<file path="src/rtl/y86_qword_mem_ctrl.sv">
// Quad-word memory controller for the Y86 memory stage.
// Splits one 64-bit load/store into two back-to-back 32-bit RAM accesses
// (low word at the even word address, high word at the odd one) and
// reports completion with a one-cycle done pulse, plus err for requests
// that are not 8-byte aligned.
module y86_qword_mem_ctrl #(
    parameter int RAM_AW = 10,
    parameter int QW     = 64
) (
    input  logic              i_clk,
    input  logic              i_reset,
    input  logic              i_req,
    input  logic              i_we,
    input  logic [RAM_AW+1:0] i_addr,
    input  logic [QW-1:0]     i_wdata,
    output logic              o_busy,
    output logic              o_done,
    output logic              o_err,
    output logic [QW-1:0]     o_rdata,
    output logic [RAM_AW-1:0] o_ram_addr,
    output logic [31:0]       o_ram_din,
    output logic              o_ram_rd,
    output logic              o_ram_wr,
    input  logic [31:0]       i_ram_dout
);

    typedef enum logic [2:0] {
        IDLE,
        RD0,
        RD1,
        RD2,
        WR0,
        WR1,
        DONE,
        ERR
    } stateT;

    stateT               r_state;
    logic [RAM_AW-2:0]   r_pair;
    logic [QW/2-1:0]     r_wdataHi;
    logic [QW-1:0]       r_rdata;
    logic                r_busy;
    logic                r_done;
    logic                r_err;
    logic                r_ramRd;
    logic                r_ramWr;
    logic [RAM_AW-1:0]   r_ramAddr;
    logic [31:0]         r_ramDin;

    logic [RAM_AW-2:0]   w_pair;
    logic                w_misaligned;

    assign w_pair       = i_addr[RAM_AW+1:3];
    assign w_misaligned = (i_addr[2:0] != 3'b000);

    // The low data word goes to the RAM straight from the request in the
    // accept cycle, so only the high word needs to be held for WR1.
    // Outputs are registered alongside the state: each transition loads the
    // output values belonging to the state being entered, so they always
    // match the state register and reset clears them on the same edge.
    always_ff @(posedge i_clk) begin
        if (i_reset) begin
            r_state   <= IDLE;
            r_pair    <= '0;
            r_wdataHi <= '0;
            r_rdata   <= '0;
            r_busy    <= 1'b0;
            r_done    <= 1'b0;
            r_err     <= 1'b0;
            r_ramRd   <= 1'b0;
            r_ramWr   <= 1'b0;
            r_ramAddr <= '0;
            r_ramDin  <= '0;
        end else begin
            r_busy    <= 1'b0;
            r_done    <= 1'b0;
            r_err     <= 1'b0;
            r_ramRd   <= 1'b0;
            r_ramWr   <= 1'b0;
            r_ramAddr <= '0;
            r_ramDin  <= '0;
            case (r_state)
                IDLE: begin
                    if (i_req) begin
                        r_pair    <= w_pair;
                        r_wdataHi <= i_wdata[QW-1:QW/2];
                        r_busy    <= 1'b1;
                        if (w_misaligned) begin
                            r_state <= ERR;
                            r_done  <= 1'b1;
                            r_err   <= 1'b1;
                        end else if (i_we) begin
                            r_state   <= WR0;
                            r_ramWr   <= 1'b1;
                            r_ramAddr <= {w_pair, 1'b0};
                            r_ramDin  <= i_wdata[QW/2-1:0];
                        end else begin
                            r_state   <= RD0;
                            r_ramRd   <= 1'b1;
                            r_ramAddr <= {w_pair, 1'b0};
                        end
                    end
                end
                RD0: begin
                    r_state   <= RD1;
                    r_busy    <= 1'b1;
                    r_ramRd   <= 1'b1;
                    r_ramAddr <= {r_pair, 1'b1};
                end
                RD1: begin
                    r_state              <= RD2;
                    r_busy               <= 1'b1;
                    r_rdata[QW/2-1:0]    <= i_ram_dout;
                end
                RD2: begin
                    r_state              <= DONE;
                    r_busy               <= 1'b1;
                    r_done               <= 1'b1;
                    r_rdata[QW-1:QW/2]   <= i_ram_dout;
                end
                WR0: begin
                    r_state   <= WR1;
                    r_busy    <= 1'b1;
                    r_ramWr   <= 1'b1;
                    r_ramAddr <= {r_pair, 1'b1};
                    r_ramDin  <= r_wdataHi;
                end
                WR1: begin
                    r_state <= DONE;
                    r_busy  <= 1'b1;
                    r_done  <= 1'b1;
                end
                DONE: begin
                    r_state <= IDLE;
                end
                ERR: begin
                    r_state <= IDLE;
                end
                default: begin
                    r_state <= IDLE;
                end
            endcase
        end
    end

    assign o_busy     = r_busy;
    assign o_done     = r_done;
    assign o_err      = r_err;
    assign o_rdata    = r_rdata;
    assign o_ram_addr = r_ramAddr;
    assign o_ram_din  = r_ramDin;
    assign o_ram_rd   = r_ramRd;
    assign o_ram_wr   = r_ramWr;

endmodule

</file>
<file path="config.mk">
export PLATFORM = sky130hd
export DESIGN_NAME = y86_qword_mem_ctrl
export DESIGN_NICKNAME = d
export VERILOG_FILES = /design/src/rtl/y86_qword_mem_ctrl.sv
export SDC_FILE = /design/constraint.sdc
export NUM_CORES = 1
export LEC_CHECK = 0
export CAP_MARGIN = 30
export CORE_MARGIN = 4
export CORE_UTILIZATION = 44
export CTS_BUF_LIST = sky130_fd_sc_hd__clkbuf_8
export DETAILED_ROUTE_END_ITERATION = 8
export HOLD_SLACK_MARGIN = 0.05
export PLACE_DENSITY_LB_ADDON = 0.05
export SKIP_LAST_GASP = 1
export SLEW_MARGIN = 20
export SYNTH_ARGS = -nofsm -noshare
export SYNTH_HDL_FRONTEND = slang
export SYNTH_SLANG_ARGS = --single-unit
</file>
<file path="constraint.sdc">
create_clock -name i_clk -period 2 [get_ports i_clk]
set_input_delay 0.3 -clock i_clk [delete_from_list [all_inputs] [get_ports i_clk]]
set_output_delay 0.3 -clock i_clk [all_outputs]
set_load 0.02 [all_outputs]
</file>
Word-level counts from Yosys, hierarchy flattened
Cells that the tools add are included.
- add/subtract/negate cells: 0
- multipliers: 0
- div/mod/pow operators: 0
- order comparisons: 0
- equal/unequal tests: 8
- shift operators: 0
- multiplexer cells: 24
- bitwise gates (word level): 1
- reductions and logical operators: 8
- operators by type and width (cell ; number):
    $mux 32 ; 3
    $pmux 32 s2 ; 1
    $mux 10 ; 2
    $pmux 10 s2 ; 1
    $pmux 3 s6 ; 1
    $eq 3x3->1 const B ; 4
    $mux 1 ; 9
    $mux 3 ; 3
    $pmux 1 s2 ; 4
    $reduce_or 2->1 ; 4
    $eq 3x2->1 const B ; 2
    $reduce_or 5->1 ; 1
    $eq 3x1->1 const B ; 1
    $logic_not 3->1 ; 1
    $reduce_bool 3->1 ; 1
    $ne 2x2->1 const B ; 1
    $reduce_and 2->1 ; 1
    $not 1->1 ; 1
- register bits: 155
- bits in latches: 0
- RAM bits: 0
- ROM bits: 0
- input port bits: 112
- word-level logic and storage cells: 53
- memories kept: 0

Longest topological paths before layout
- word-level depth: 4
- mapped depth: 6
- mapped depth without buffers: 3

Worst setup path before layout
No wires, ideal clock.
- path kind: in2reg
- start: in i_addr[2]
- end: reg r_ramDin[10] (netlist: o_ram_din[10])
- library setup time: 59 ps
- arrival time: 1518 ps
- slack: 423 ps
- cell stages on the path: 4
- buffers on the path: 1
- cells stage by stage: or4b_2 > nor3_4 > buf_6 > a22o_1
- longest elaborated chain between the ends: 4
- RTL lines (element ; line ; source):
    start, declared ; 14 ; input logic [RAM_AW+1:0] i_addr,
    $reduce_bool 3->1 ; 54 ; assign w_misaligned = (i_addr[2:0] != 3'b000);
    $mux 32 ; 88 ; if (w_misaligned) begin
    $mux 32 ; 84 ; if (i_req) begin
    $pmux 32 s2 ; 82 ; case (r_state)
    end signal, assigned ; 96 ; r_ramDin <= i_wdata[QW/2-1:0];
    end signal, assigned ; 126 ; r_ramDin <= r_wdataHi;
    end, declared ; 48 ; logic [31:0] r_ramDin;
No other way between the ends.
A chain may end at the register's enable or synchronous reset.

Worst setup path after layout
- start: reg r_rdata[0] (netlist: o_rdata[0])
- end: out o_rdata[0]
- RTL lines (element ; line ; source):
    start, declared ; 41 ; logic [QW-1:0] r_rdata;
    start signal, assigned by index ; 113 ; r_rdata[QW/2-1:0] <= i_ram_dout;
    start signal, assigned by index ; 119 ; r_rdata[QW-1:QW/2] <= i_ram_dout;
    end, declared ; 19 ; output logic [QW-1:0] o_rdata,
No word-level cell between the ends.

==> impl_metrics.py <==
metrics = {
    "timing": {
        "whs_ns": 0.171,
        "drv_slew": 0,
        "relSlewSlack_pct": 51.3,
        "fin_skew_ns": 0.00718,
        "period_needed_ns": 1.72,
        "fin_crit_sh_pct": 85.9,
        "max_clock_freq_ghz": 0.582,
        "hold_viol": 0,
        "fin_ws_ns": 0.283,
        "worstMarginPinSlew_ns": 0.730,
        "finalSetupTns_ns": 0,
        "rsz0062_at_grt": "no",
        "setup_viol_count_final": 0,
    },
    "worst_setup_path": {
        "rr_endpoint": "o_rdata[18]",
        "cp-start-kind": "flip-flop",
        "endpoint_kind": "output port",
        "r2r-start": "r_state[1]",
        "crit_path_max_incr_delay_ns": 0.64,
        "r2r_cells": 3,
        "cp_cell_sequence": "clkdlybuf4s50_1",
        "cp_max_fo": 2,
        "regToRegSetupSlack_ns": 0.30,
        "critPathRequiredTime_ns": 1.70,
        "worstSetupPathType": "reg -> out",
        "cp.buffers_inverters": 1,
        "crit_family": "buffers and inverters",
        "crit_arrival_ns": 1.42,
        "slowest_stage": "clkdlybuf4s50_1",
    },
    "power": {
        "powerDensity_mw_per_mm2": 882,
        "switching_share_pct": 26.1,
        "combPwrFrac_pct": 17.9,
        "intPower_uw": 5270,
        "pwr-share-clk_pct": 34.5,
        "seqPwrFrac_pct": 47.6,
        "ir_drop_mv": 0.493,
        "p_leak_uw": 0.00293,
        "switching_power_uw": 1860,
        "p_total_uw": 7130,
    },
    "final_layout": {
        "nFillCells": 924,
        "final_cell_mix": "clkdlybuf4s50_1 (221), nand2_1 (211), dfxtp_1 (155)",
        "fin_area_mm2": 0.00808,
        "antenna_cells": 0,
        "final_common_cell": "clkdlybuf4s50_1",
        "nets": 921,
        "area_growth_syn_to_layout_pct": 53.4,
        "drive_gt1_share_pct": 7.18,
    },
    "die": {
        "die-area_mm2": 0.0138,
        "die_w_um": 117,
        "die_h_um": 117,
        "rows": 39,
        "pin_count": 223,
        "core-area_mm2": 0.0116,
        "start_util_pct": 45.5,
    },
    "clock_network": {
        "clock_path_buffers": 2,
        "clk_pin_slew_worst_paths_ns": 0.08,
        "cts_inserted_buffers": 17,
        "tritoncts": "yes",
        "worstSkewPairLatency_ns": 0.43,
        "cts_sinks": 155,
        "cts_resized": 0,
        "cts_setup_buffers": 0,
        "h-tree-depth": 4,
        "cts_hold_buf": 0,
        "clockRootBuffer": "clkbuf_8",
    },
    "drt": {
        "routed_wl_um": 14800,
        "viasPerCell": 5.03,
        "drc": 0,
        "dr.pass1.iters": 4,
        "ant_nets": 0,
        "avgRoutedWirePerCell_um": 15.4,
        "vias": 4852,
        "drtIter0Drc": 285,
    },
    "grt": {
        "grt_pass1_wl_um": 23900,
        "antenna_found_initial": 0,
        "grt_start_max_net_pins": 66,
        "grt_usage_pct": 21.3,
        "grt_pass1_vias": 4809,
        "globalRoute.totalOverflow": 0,
    },
    "synthesis": {
        "synthCells": 594,
        "yosysSeqAreaShare_pct": 58.9,
        "yosysWarnings": 0,
        "synth.ff_latch_count": 155,
        "syn_area_per_cell_um2": 8.87,
        "yosysUniqueCellTypes": 31,
        "syn_nets": 706,
        "synth_area_mm2": 0.00527,
    },
    "placement": {
        "dp_hpwl_um": 10400,
        "place_area_mm2": 0.00765,
        "portBuffers": 222,
        "place_ws_ns": -0.168,
        "gp_congestion": 0.779,
    },
    "worst_hold_path": {
        "min_path_cells": 2,
        "min-delay-start": "i_reset",
        "hold_end": "r_wdataHi[6]",
        "worst_hold_path_type": "in -> reg",
    },
    "flow_run": {
        "maxCapViolations": 0,
    },
    "run_status": {
        "outcome": "complete, no violations",
    },
}
layer usage:
layer	part of all wire, %	wire (µm)	global-route usage, %	up-vias
li1	-	-	-	2418
met1	41	6150	24.0	2225
met2	48	7090	36.1	184
met3	8.4	1240	8.28	25
met4	2.4	363	9.02	0
met5	0	0	0	-
sequential cells by signal (all words and copies together), names as in the netlist:
name / cells
o_err: 1
o_ram_rd: 1
o_ram_wr: 1
o_done: 1
o_ram_addr: 10
o_rdata: 64
r_wdataHi: 32
o_busy: 1
o_ram_din: 32
r_state: 3
r_pair: 9
cells by family after synthesis:
group / Yosys count / synth area share [%]
and+or+nand+nor: 235 / 18.7
AOI/OAI and AO/OA: 155 / 18.1
DFF: 155 / 58.9
buffers and inverters: 48 / 4.11
xor gates and xnor gates: 1 / 0.166
stage by stage:
step,utilization [%],cells
after global placement,66.2,933
after global routing,69.9,965
after detailed placement,66.2,933
after CTS,69.9,965
after floorplan,-,594
final,69.9,965
how the worst max path moves through the flow:
stage / start / endpoint / slack (ns) / cells past startpoint
after floorplan: i_addr[2] / o_ram_din[10] / 0.42 / 4
after global placement: i_addr[2] / o_ram_din[10] / -0.13 / 5
after detailed placement: i_addr[2] / o_ram_din[8] / -0.17 / 5
after CTS: o_rdata[32] / o_rdata[32] / 0.25 / 1
after global routing: r_state[2] / o_ram_addr[1] / 0.14 / 4
final: o_rdata[0] / o_rdata[0] / 0.28 / 1
synthesized netlist by cell type (all sizes together):
library cell | n | area (µm²)
nand2 | 211 | 792
dfxtp | 155 | 3100
a21oi | 106 | 531
a22o | 41 | 359
clkbuf | 38 | 143
buf | 9 | 70.1
nor3 | 6 | 51.3
nand2b | 3 | 18.8
a211oi | 2 | 15.0
a31oi | 2 | 12.5
nor2 | 2 | 7.51
nor3b | 2 | 15.0
nor4 | 2 | 12.5
nor4b | 2 | 23.8
or4b | 2 | 20.0
a221oi | 1 | 8.76
and3b | 1 | 8.76
inv | 1 | 3.75
nand3b | 1 | 7.51
o211ai | 1 | 7.51
o32a | 1 | 10.0
o41a | 1 | 11.3
or3 | 1 | 6.26
or3b | 1 | 8.76
or4 | 1 | 11.3
xnor2 | 1 | 8.76
layout make-up:
cell class / instances / area [µm²] / area share, %
Tap cell: 143 / 179 / 2.21
Sequential cell: 155 / 3100 / 38.4
Clock inverter: 10 / 123 / 1.52
Inverter: 1 / 3.75 / 0.0465
Multi-Input combinational cell: 391 / 1970 / 24.3
Clock buffer: 22 / 303 / 3.75
Timing Repair Buffer: 243 / 2400 / 29.7
power groups by stage:
stage	registers, µW	clock network (µW)	logic (µW)
2_1_floorplan	3590	0	504
3_3_place_gp	3450	0	1260
3_5_place_dp	3470	0	1280
4_1_cts	3400	2500	1290
5_1_grt	3420	2650	1390
6_report	3400	2460	1280
Power figures use the tool's default switching activity.
